===== src/rtl/rc4_pkg.sv =====
// Shared constants and FSM encoding for the RC4 XOR unit.
// Keystream geometry and FIFO sizing live here.
package rc4_pkg;

  typedef enum logic [1:0] {
    ST_IDLE  = 2'd0,
    ST_GEN   = 2'd1,
    ST_FETCH = 2'd2,
    ST_DRAIN = 2'd3
  } state_e;

  localparam int NIBBLES         = 16;
  localparam int WORDS_PER_FETCH = 2;
  localparam int NIB_PER_WORD    = NIBBLES / WORDS_PER_FETCH;
  localparam int FIFO_DEPTH      = 2;
  localparam int WORD_W          = 32;

endpackage


===== src/rtl/rc4_ks_fifo.sv =====
// Small keystream word FIFO between the packer and the XOR stage.
// The producer guarantees it never pushes while full without a pop.
module rc4_ks_fifo
  import rc4_pkg::*;
(
  input  logic              clk,
  input  logic              reset_1,
  input  logic              push_i,
  input  logic [WORD_W-1:0] push_data_i,
  input  logic              pop_i,
  output logic [WORD_W-1:0] head_o,
  output logic              empty_o,
  output logic              full_o
);

  localparam int PW = $clog2(FIFO_DEPTH);

  logic [WORD_W-1:0] mem_q [FIFO_DEPTH];
  logic [PW-1:0]     wr_q;
  logic [PW-1:0]     rd_q;
  logic [PW:0]       cnt_q;
  logic              do_pop;

  assign empty_o = (cnt_q == '0);
  assign full_o  = (cnt_q == (PW+1)'(FIFO_DEPTH));
  assign head_o  = mem_q[rd_q];
  assign do_pop  = pop_i && !empty_o;

  // Storage, pointers and occupancy; reset discards all contents.
  always_ff @(posedge clk or negedge reset_1) begin
    if (!reset_1) begin
      for (int i = 0; i < FIFO_DEPTH; i++) mem_q[i] <= '0;
      wr_q  <= '0;
      rd_q  <= '0;
      cnt_q <= '0;
    end else begin
      if (push_i) begin
        mem_q[wr_q] <= push_data_i;
        wr_q        <= wr_q + 1'b1;
      end
      if (do_pop) rd_q <= rd_q + 1'b1;
      unique case ({push_i, do_pop})
        2'b10:   cnt_q <= cnt_q + 1'b1;
        2'b01:   cnt_q <= cnt_q - 1'b1;
        default: cnt_q <= cnt_q;
      endcase
    end
  end

endmodule


===== src/rtl/rc4_xor_unit.sv =====
// Fetches 16-nibble keystreams from the RC4 generator, packs them into
// 32-bit words and XORs each accepted data word with the next one.
module rc4_xor_unit
  import rc4_pkg::*;
(
  input  logic        clk,
  input  logic        reset_1,
  output logic        ks_start,
  input  logic        ks_done,
  output logic [3:0]  ks_addr,
  input  logic [3:0]  ks_nib,
  input  logic        in_valid,
  output logic        in_ready,
  input  logic [31:0] in_data,
  output logic        out_valid,
  input  logic        out_ready,
  output logic [31:0] out_data
);

  localparam int AW = $clog2(NIBBLES);
  localparam int CW = AW + 1;
  localparam int SW = $clog2(NIB_PER_WORD);

  state_e            state_q, state_d;
  logic [CW-1:0]     cnt_q, cnt_d;
  logic              ks_start_q, ks_start_d;
  logic [WORD_W-1:0] pack_q, pack_d;
  logic              out_valid_q, out_valid_d;
  logic [WORD_W-1:0] out_data_q, out_data_d;
  logic [SW-1:0]     slot;
  logic              push, fifo_push, pop;
  logic              fifo_empty, fifo_full;
  logic [WORD_W-1:0] head;

  // Cycle cnt_q carries the nibble addressed in cycle cnt_q-1.
  assign slot = cnt_q[SW-1:0] - 1'b1;

  assign ks_start  = ks_start_q;
  assign ks_addr   = (state_q == ST_FETCH && cnt_q < CW'(NIBBLES))
                   ? cnt_q[AW-1:0] : '0;
  assign in_ready  = !fifo_empty && (!out_valid_q || out_ready);
  assign pop       = in_valid && in_ready;
  assign fifo_push = push && !fifo_full;
  assign out_valid = out_valid_q;
  assign out_data  = out_data_q;

  rc4_ks_fifo u_fifo (
    .clk        (clk),
    .reset_1    (reset_1),
    .push_i     (fifo_push),
    .push_data_i(pack_d),
    .pop_i      (pop),
    .head_o     (head),
    .empty_o    (fifo_empty),
    .full_o     (fifo_full)
  );

  // Control FSM: request, wait, fetch/pack, then drain before re-request.
  always_comb begin
    state_d    = state_q;
    cnt_d      = cnt_q;
    ks_start_d = 1'b0;
    pack_d     = pack_q;
    push       = 1'b0;
    unique case (state_q)
      ST_IDLE: begin
        state_d    = ST_GEN;
        ks_start_d = 1'b1;
      end
      ST_GEN: begin
        if (ks_done) begin
          state_d = ST_FETCH;
          cnt_d   = '0;
        end
      end
      ST_FETCH: begin
        cnt_d = cnt_q + 1'b1;
        if (cnt_q != '0) begin
          // Shift-in keeps nibble 0 of each word in the MSBs.
          pack_d = {pack_q[WORD_W-5:0], ks_nib};
          push   = (slot == SW'(NIB_PER_WORD - 1));
        end
        if (cnt_q == CW'(NIBBLES)) begin
          state_d = ST_DRAIN;
          cnt_d   = '0;
        end
      end
      ST_DRAIN: begin
        if (fifo_empty) begin
          state_d    = ST_GEN;
          ks_start_d = 1'b1;
        end
      end
      default: state_d = ST_IDLE;
    endcase
  end

  // Output register: load on accept, clear once taken downstream.
  always_comb begin
    out_valid_d = out_valid_q;
    out_data_d  = out_data_q;
    if (pop) begin
      out_valid_d = 1'b1;
      out_data_d  = in_data ^ head;
    end else if (out_ready) begin
      out_valid_d = 1'b0;
    end
  end

  // State registers; reset drops any partial word and pending output.
  always_ff @(posedge clk or negedge reset_1) begin
    if (!reset_1) begin
      state_q     <= ST_IDLE;
      cnt_q       <= '0;
      ks_start_q  <= 1'b0;
      pack_q      <= '0;
      out_valid_q <= 1'b0;
      out_data_q  <= '0;
    end else begin
      state_q     <= state_d;
      cnt_q       <= cnt_d;
      ks_start_q  <= ks_start_d;
      pack_q      <= pack_d;
      out_valid_q <= out_valid_d;
      out_data_q  <= out_data_d;
    end
  end

endmodule

===== config.mk =====
export PLATFORM = sky130hd
export DESIGN_NAME = rc4_xor_unit
export DESIGN_NICKNAME = d
export VERILOG_FILES = /design/src/rtl/rc4_pkg.sv /design/src/rtl/rc4_ks_fifo.sv /design/src/rtl/rc4_xor_unit.sv
export SDC_FILE = /design/constraint.sdc
export NUM_CORES = 1
export LEC_CHECK = 0
export BUFFER_PORTS_ARGS = -buffer_cell sky130_fd_sc_hd__clkbuf_2
export CORE_MARGIN = 1.5
export CORE_UTILIZATION = 35
export CTS_CLUSTER_SIZE = 25
export DETAILED_ROUTE_END_ITERATION = 7
export SLEW_MARGIN = 20
export SYNTH_ARGS = -nofsm -noshare
export SYNTH_HDL_FRONTEND = slang
export SYNTH_SLANG_ARGS = --single-unit

===== constraint.sdc =====
create_clock -name clk -period 2.3 [get_ports clk]
set_clock_uncertainty 0.15 [all_clocks]
set_input_delay 0.115 -clock clk [delete_from_list [all_inputs] [get_ports clk]]
set_output_delay 0.115 -clock clk [all_outputs]
set_load 0.05 [all_outputs]

==> After elaboration in Yosys (flattened, before gate mapping) <==
Cells that the tools add are included.
{ "totals": {"inputBits": 41, "latch_bits": 0, "mem_bits_rw": 0, "out_inout_bits": 39, "register_bits": 141, "mem_count": 0, "wordCells": 76, "romBits": 0} }
{ "op_classes": {"muxes": 23, "bitwise": 3, "eq_ne": 11, "order_cmp": 4, "mul": 0, "shift": 0, "div": 0, "add_sub_neg": 6, "reduce_logical": 18} }
{ "ops": {"columns": ["operator", "count"], "rows": [
  ["2-to-1 mux 32 bit", 6],
  ["bitwise mux 64 bit", 1],
  ["demux 32 bit (select 1 bit)", 1],
  ["bitwise XOR 32 bit", 1],
  ["2-to-1 mux 5 bit", 2],
  ["case mux 5 bit (2 select lines)", 1],
  ["== test 2 bit, second input constant", 4],
  ["case mux 2 bit (4 select lines)", 1],
  ["logical AND 1 bit", 6],
  ["2-to-1 mux 2 bit", 3],
  ["nonzero test 2 bit", 3],
  ["adder 5 x 1 -> 5 bit, second input constant", 1],
  ["== test 5 bit, second input constant", 1],
  ["< comparator 5 bit, second input constant", 1],
  ["2-to-1 mux 1 bit", 5],
  ["nonzero test 5 bit", 1],
  ["== test 2 x 1 -> 1 bit, second input constant", 2],
  [">= comparator 2 bit, second input constant", 2],
  ["logical NOT 2 bit", 2],
  ["2-to-1 mux 4 bit", 1],
  ["!= test 2 x 1 -> 1 bit, second input constant", 2],
  ["NOT 1 -> 2 bit", 2],
  ["case mux 2 bit (2 select lines)", 1],
  ["== test 3 bit, second input constant", 1],
  ["other kinds (11)", 14]
]} }

==> Logic depth before layout (Yosys ltp) <==
{ "depth": {"word_depth": 7, "ltp_mapped": 9, "depth_no_buf": 9} }

==> Cells and area by module <==
From an unflattened synthesis, not the netlist that was laid out.
{ "unflattened": {"cells_unflattened": 417, "area_unflattened_um2": 6354.8} }
{ "modules_own_cells": {"columns": ["module", "cells_each", "seq_area_each_um2", "area_each_um2", "n_inst"], "rows": [
  ["rc4_xor_unit", 230, 1826.8, 3413.3, 1],
  ["rc4_ks_fifo", 187, 1701.6, 2941.6, 1]
]} }

==> Least setup slack after synthesis <==
OpenSTA, ideal clock, no wires.
{ "synth_timing": {"kind": "register to register", "start": "register out_valid_q, in the netlist out_valid", "end": "register u_fifo.cnt_q[1]", "period_less_slack_ns": 2.889, "arrival_ns": 2.659, "stages_incl_launch_ff": 8, "required_time_ns": 2.070, "path_slack_ns": -0.589, "path_buffers": 1, "setup_ns": 0.080, "path_cell_list": "dfrtp_1 a21oi_1 nand2_1 clkbuf_1 inv_1 ha_1 nor2_1 xnor2_1"} }
{ "synth_between": {"elab_chain_len": 7, "word_cells_on_any_way": 9, "cone_classes": "eq/ne: 2; mux: 1; reduce/logical: 6"} }
{ "synth_rtl": {"columns": ["item", "line_no", "text"], "rows": [
  ["start, declared", "rc4_xor_unit.sv:28", "logic out_valid_q, out_valid_d;"],
  ["start signal, assigned", "rc4_xor_unit.sv:124", "out_valid_q <= out_valid_d;"],
  ["logical NOT 1 bit *", "rc4_xor_unit.sv:41", "assign in_ready = !fifo_empty && (!out_valid_q || out_ready);"],
  ["logical OR 1 bit *", "rc4_xor_unit.sv:41", null],
  ["logical AND 1 bit *", "rc4_xor_unit.sv:41", null],
  ["named net in_ready", "rc4_xor_unit.sv:13", "output logic in_ready,"],
  ["logical AND 1 bit *", "rc4_xor_unit.sv:42", "assign pop = in_valid && in_ready;"],
  ["logical AND 1 bit *", "rc4_ks_fifo.sv:27", "assign do_pop = pop_i && !empty_o;"],
  ["named net u_fifo.do_pop", "rc4_ks_fifo.sv:22", "logic do_pop;"],
  ["== test 2 x 1 -> 1 bit or == test 2 bit (tied branches)", "rc4_ks_fifo.sv:42", "unique case ({push_i, do_pop})"],
  ["case mux 2 bit (2 select lines) or nonzero test 2 bit (tied branches)", null, null],
  ["end signal, assigned", "rc4_ks_fifo.sv:43", "2'b10: cnt_q <= cnt_q + 1'b1;"],
  ["end signal, assigned", "rc4_ks_fifo.sv:44", "2'b01: cnt_q <= cnt_q - 1'b1;"],
  ["end signal, assigned", "rc4_ks_fifo.sv:45", "default: cnt_q <= cnt_q;"],
  ["end, declared", "rc4_ks_fifo.sv:21", "logic [PW:0] cnt_q;"]
]} }
Mark *: on every way through the listed nets, which the timed path passes. The rest lies on a longest branch.
A chain may end at the register's enable or synchronous reset.

==> Worst setup path in the final report <==
{ "layout_timing": {"start": "register cnt_q[0]", "end": "register u_fifo.mem_q[5] (netlist bit)"} }
{ "layout_between": {"elab_chain_len": 5, "word_cells_on_any_way": 9, "cone_classes": "add/sub: 1; eq/ne: 1; mux: 5; reduce/logical: 2"} }
{ "layout_rtl": {"columns": ["item", "line_no", "text"], "rows": [
  ["start, declared", "rc4_xor_unit.sv:25", "logic [CW-1:0] cnt_q, cnt_d;"],
  ["start signal, assigned", "rc4_xor_unit.sv:121", "cnt_q <= cnt_d;"],
  ["subtractor 3 x 1 -> 3 bit", "rc4_xor_unit.sv:36", "assign slot = cnt_q[SW-1:0] - 1'b1;"],
  ["== test 3 bit", "rc4_xor_unit.sv:81", "push = (slot == SW'(NIB_PER_WORD - 1));"],
  ["2-to-1 mux 1 bit", "rc4_xor_unit.sv:78", "if (cnt_q != '0) begin"],
  ["2-to-1 mux 1 bit", "rc4_xor_unit.sv:65", "unique case (state_q)"],
  ["logical AND 1 bit", "rc4_xor_unit.sv:43", "assign fifo_push = push && !fifo_full;"],
  ["end signal, assigned by index", "rc4_ks_fifo.sv:38", "mem_q[wr_q] <= push_data_i;"],
  ["end, declared", "rc4_ks_fifo.sv:18", "logic [WORD_W-1:0] mem_q [FIFO_DEPTH];"]
]} }
Parallel ways exist; a longest one is shown, timed or not.

==> flow_summary.toml <==
[setup_path]
cp_slowest_stage_delay_ns = 0.59
path_delay_family = "simple AND/OR/NAND/NOR gates"
cp-start-kind = "register"
critPathArrivalTime_ns = 2.30
required_ns = 2.45
worstSetupEndpointType = "register"
crit_buf_inv = 3
path_class = "register to register"
crit_fanout = 16
worstPathCellList = "inv_1, ha_1, inv_2, o41ai_4, or4b_4, buf_8, mux2_4"
slowest_stage = "or4b_4"

[sta]
maxSlewViolCount = 0
hold_violations = 0
finalWorstSetupSlack_ns = 0.1554
slew_headroom = 0.6770
fin_crit_sh = 0.9324
rsz0062_at_grt = "false"
worstMarginPinSlew_ns = 0.4845
period_needed_ns = 2.145
setup_tns_ns = 0
setup_violations = 0
fmax_ghz = 0.4663

[min_path]
holdCritPathClass = "input port to register"

[drt]
drt_iter0_markers = 161
final_antenna_net_count = 0
via_per_inst = 4.589
routed_wl_mm = 11.66
num_vias = 3625
first_pass_iters = 4
drc = 0
wl_per_cell_um = 14.76

[floorplanning]
pin_count = 80
rows = 48
die_w_um = 135.2
die_area_sq_um = 18290
die_h_um = 135.2
coreArea_sq_um = 17180
start_util = 0.3564

[placed_design]
place_inst = 718
portBuffers = 79
place_area_sq_um = 6905
hpwl_mm = 7.990
place_congestion = 0.7404
pre_cts_slack_ns = -0.07090

[yosys]
yosysSeqAreaShare = 0.5601
avgSynthCellArea_sq_um = 14.89
ys_warn_count = 0
syn_nets = 461
synthesis.area_sq_um = 6121
syn_inst = 411
synth-async-reset-ratio = 1.000
synth_flop_cell = "dfrtp_1"
ys_types = 31
synth_edf_count = 0
synth-seq-cells = 137

[final_layout]
layoutNonFillerInstCount = 790
layout_commonest_cell = "dfrtp_1"
fin_nets = 602
final_cell_mix = "dfrtp_1 (135), mux2_2 (93), clkbuf_2 (75)"
drive_above_1_share = 0.4743
syn_to_final_growth_pct = 30.66
design_area_sq_um = 7998
num_antenna_cells = 0

[clocking]
clock_tree.root_cell = "clkbuf_16"
clk_path_buf_depth = 2
cts_tree = "done"
clk_pin_slew_ns = 0.06
cts.sinks = 137
numCtsBuffers = 17
htreeDepth = 4
clk_latency_ns = 0.42

[run]
maxCapViolCount = 0

[power_and_ir_drop]
ir_drop_mv = 0.7151
power_per_cell_area_nw_per_um2 = 1308
p_leak_nw = 3.943

[outcome]
status = "finished, final reports clean"

[grt]
overflow = 0
grtUsageTotal = 0.1397
grt_max_degree = 59
first_global_vias = 3939
antenna_found_initial = 0
grt_pass1_wl_mm = 19.67
-- registers in the layout, indices dropped and copies added, names as in the netlist --
register / flops
cnt_q: 5
ks_start: 1
out_data: 32
out_valid: 1
pack_q: 28
state_q: 2
u_fifo.cnt_q: 2
u_fifo.mem_q: 64
u_fifo.rd_q: 1
u_fifo.wr_q: 1
-- path summary, 6_finish.rpt --
kind	slack (ns)	endpoint	start	cells past startpoint
max	0.16	u_fifo.mem_q[5]	cnt_q[0]	7
min	0.02	state_q[0]	ks_done	4
max reg2reg	0.16	u_fifo.mem_q[5]	cnt_q[0]	7
min reg2reg	0.34	u_fifo.mem_q[37]	u_fifo.mem_q[37]	1
max in group asynchronous	1.13	u_fifo.rd_q	reset_1	3
min in group asynchronous	0.06	state_q[0]	reset_1	2
-- logic make-up after synthesis --
| logic type | count (synthesis) | share of synthesized area |
|---|---|---|
| muxes | 158 | 0.3023 |
| and+or+nand+nor | 29 | 0.02576 |
| AOI/OAI and AO/OA | 12 | 0.01554 |
| xor gates and xnor gates | 38 | 0.05437 |
| buffers and inverters | 28 | 0.02351 |
| DFF | 137 | 0.5601 |
| adders and majority gates | 9 | 0.01840 |
-- metal layers --
layer / GRT usage / up-vias / routed length (um)
met2: 0.2353 / 64 / 5805
li1: - / 1725 / -
met3: 0.03966 / 9 / 417
met1: 0.1717 / 1827 / 5325
met5: 0 / - / 0
met4: 0.04839 / 0 / 110
-- worst reg2reg max path: stages (launching register included) --
cell	delay, ns
dfrtp_1	0.34
inv_1	0.06
ha_1	0.23
inv_2	0.08
o41ai_4	0.07
or4b_4	0.59
buf_8	0.20
mux2_4	0.32
-- Yosys cell counts (2+ instances only) --
master    number  area (sq um)
dfrtp_1      137          3428
mux2_2        93          1047
xnor2_1       38         332.8
mux2i_1       33         330.3
mux2_4        30         450.4
buf_2         10         50.05
inv_1         10         37.54
ha_1           9         112.6
nand2_1        7         26.28
nand3_1        5         25.02
o21ai_0        5         25.02
and2_1         4         25.02
clkbuf_1       4         15.01
nor2_1         4         15.01
buf_6          3         33.78
a21oi_1        2         10.01
mux2_1         2         22.52
nor2b_1        2         12.51
-- final cells by class --
class,instances,area (sq um)
sequential,137,3431
timing repair buffer,140,1011
inverter,10,37.54
multi-input combinational,246,2597
clock inverter,11,168.9
fill,1545,9179
tap,225,281.5
clock buffer,21,470.5
-- through the flow --
stage / util / hold WS [ns] / total power [mW]
final: 0.4656 / 0.01676 / 10.46
after global routing: 0.4656 / 0.02488 / 11.04
after CTS: 0.4640 / 0.01080 / 10.58
after detailed placement: 0.4020 / -0.05515 / 7.541
after global placement: 0.4020 / -0.06398 / 7.410
after floorplan: - / -0.3306 / 6.504
-- where the power goes --
group	leakage [nW]	total [mW]	internal [mW]	switching, mW
clock network	0.313	2.93	1.90	1.03
registers	1.78	3.76	3.19	0.569
logic	1.85	3.78	1.59	2.18
total	3.94	10.5	6.68	3.78
-- repair_timing --
action | in CTS | in global routing
endpoints found under the setup margin | 33 | 8
hold buffers | 39 | 0
hold endpoints to repair | 150 | 0
gates cloned | 0 | 0
pin swaps | 0 | 2
buffers inserted | 1 | 0
resized for setup | 7 | 12
Note: power is estimated with default switching activity, not from simulation.
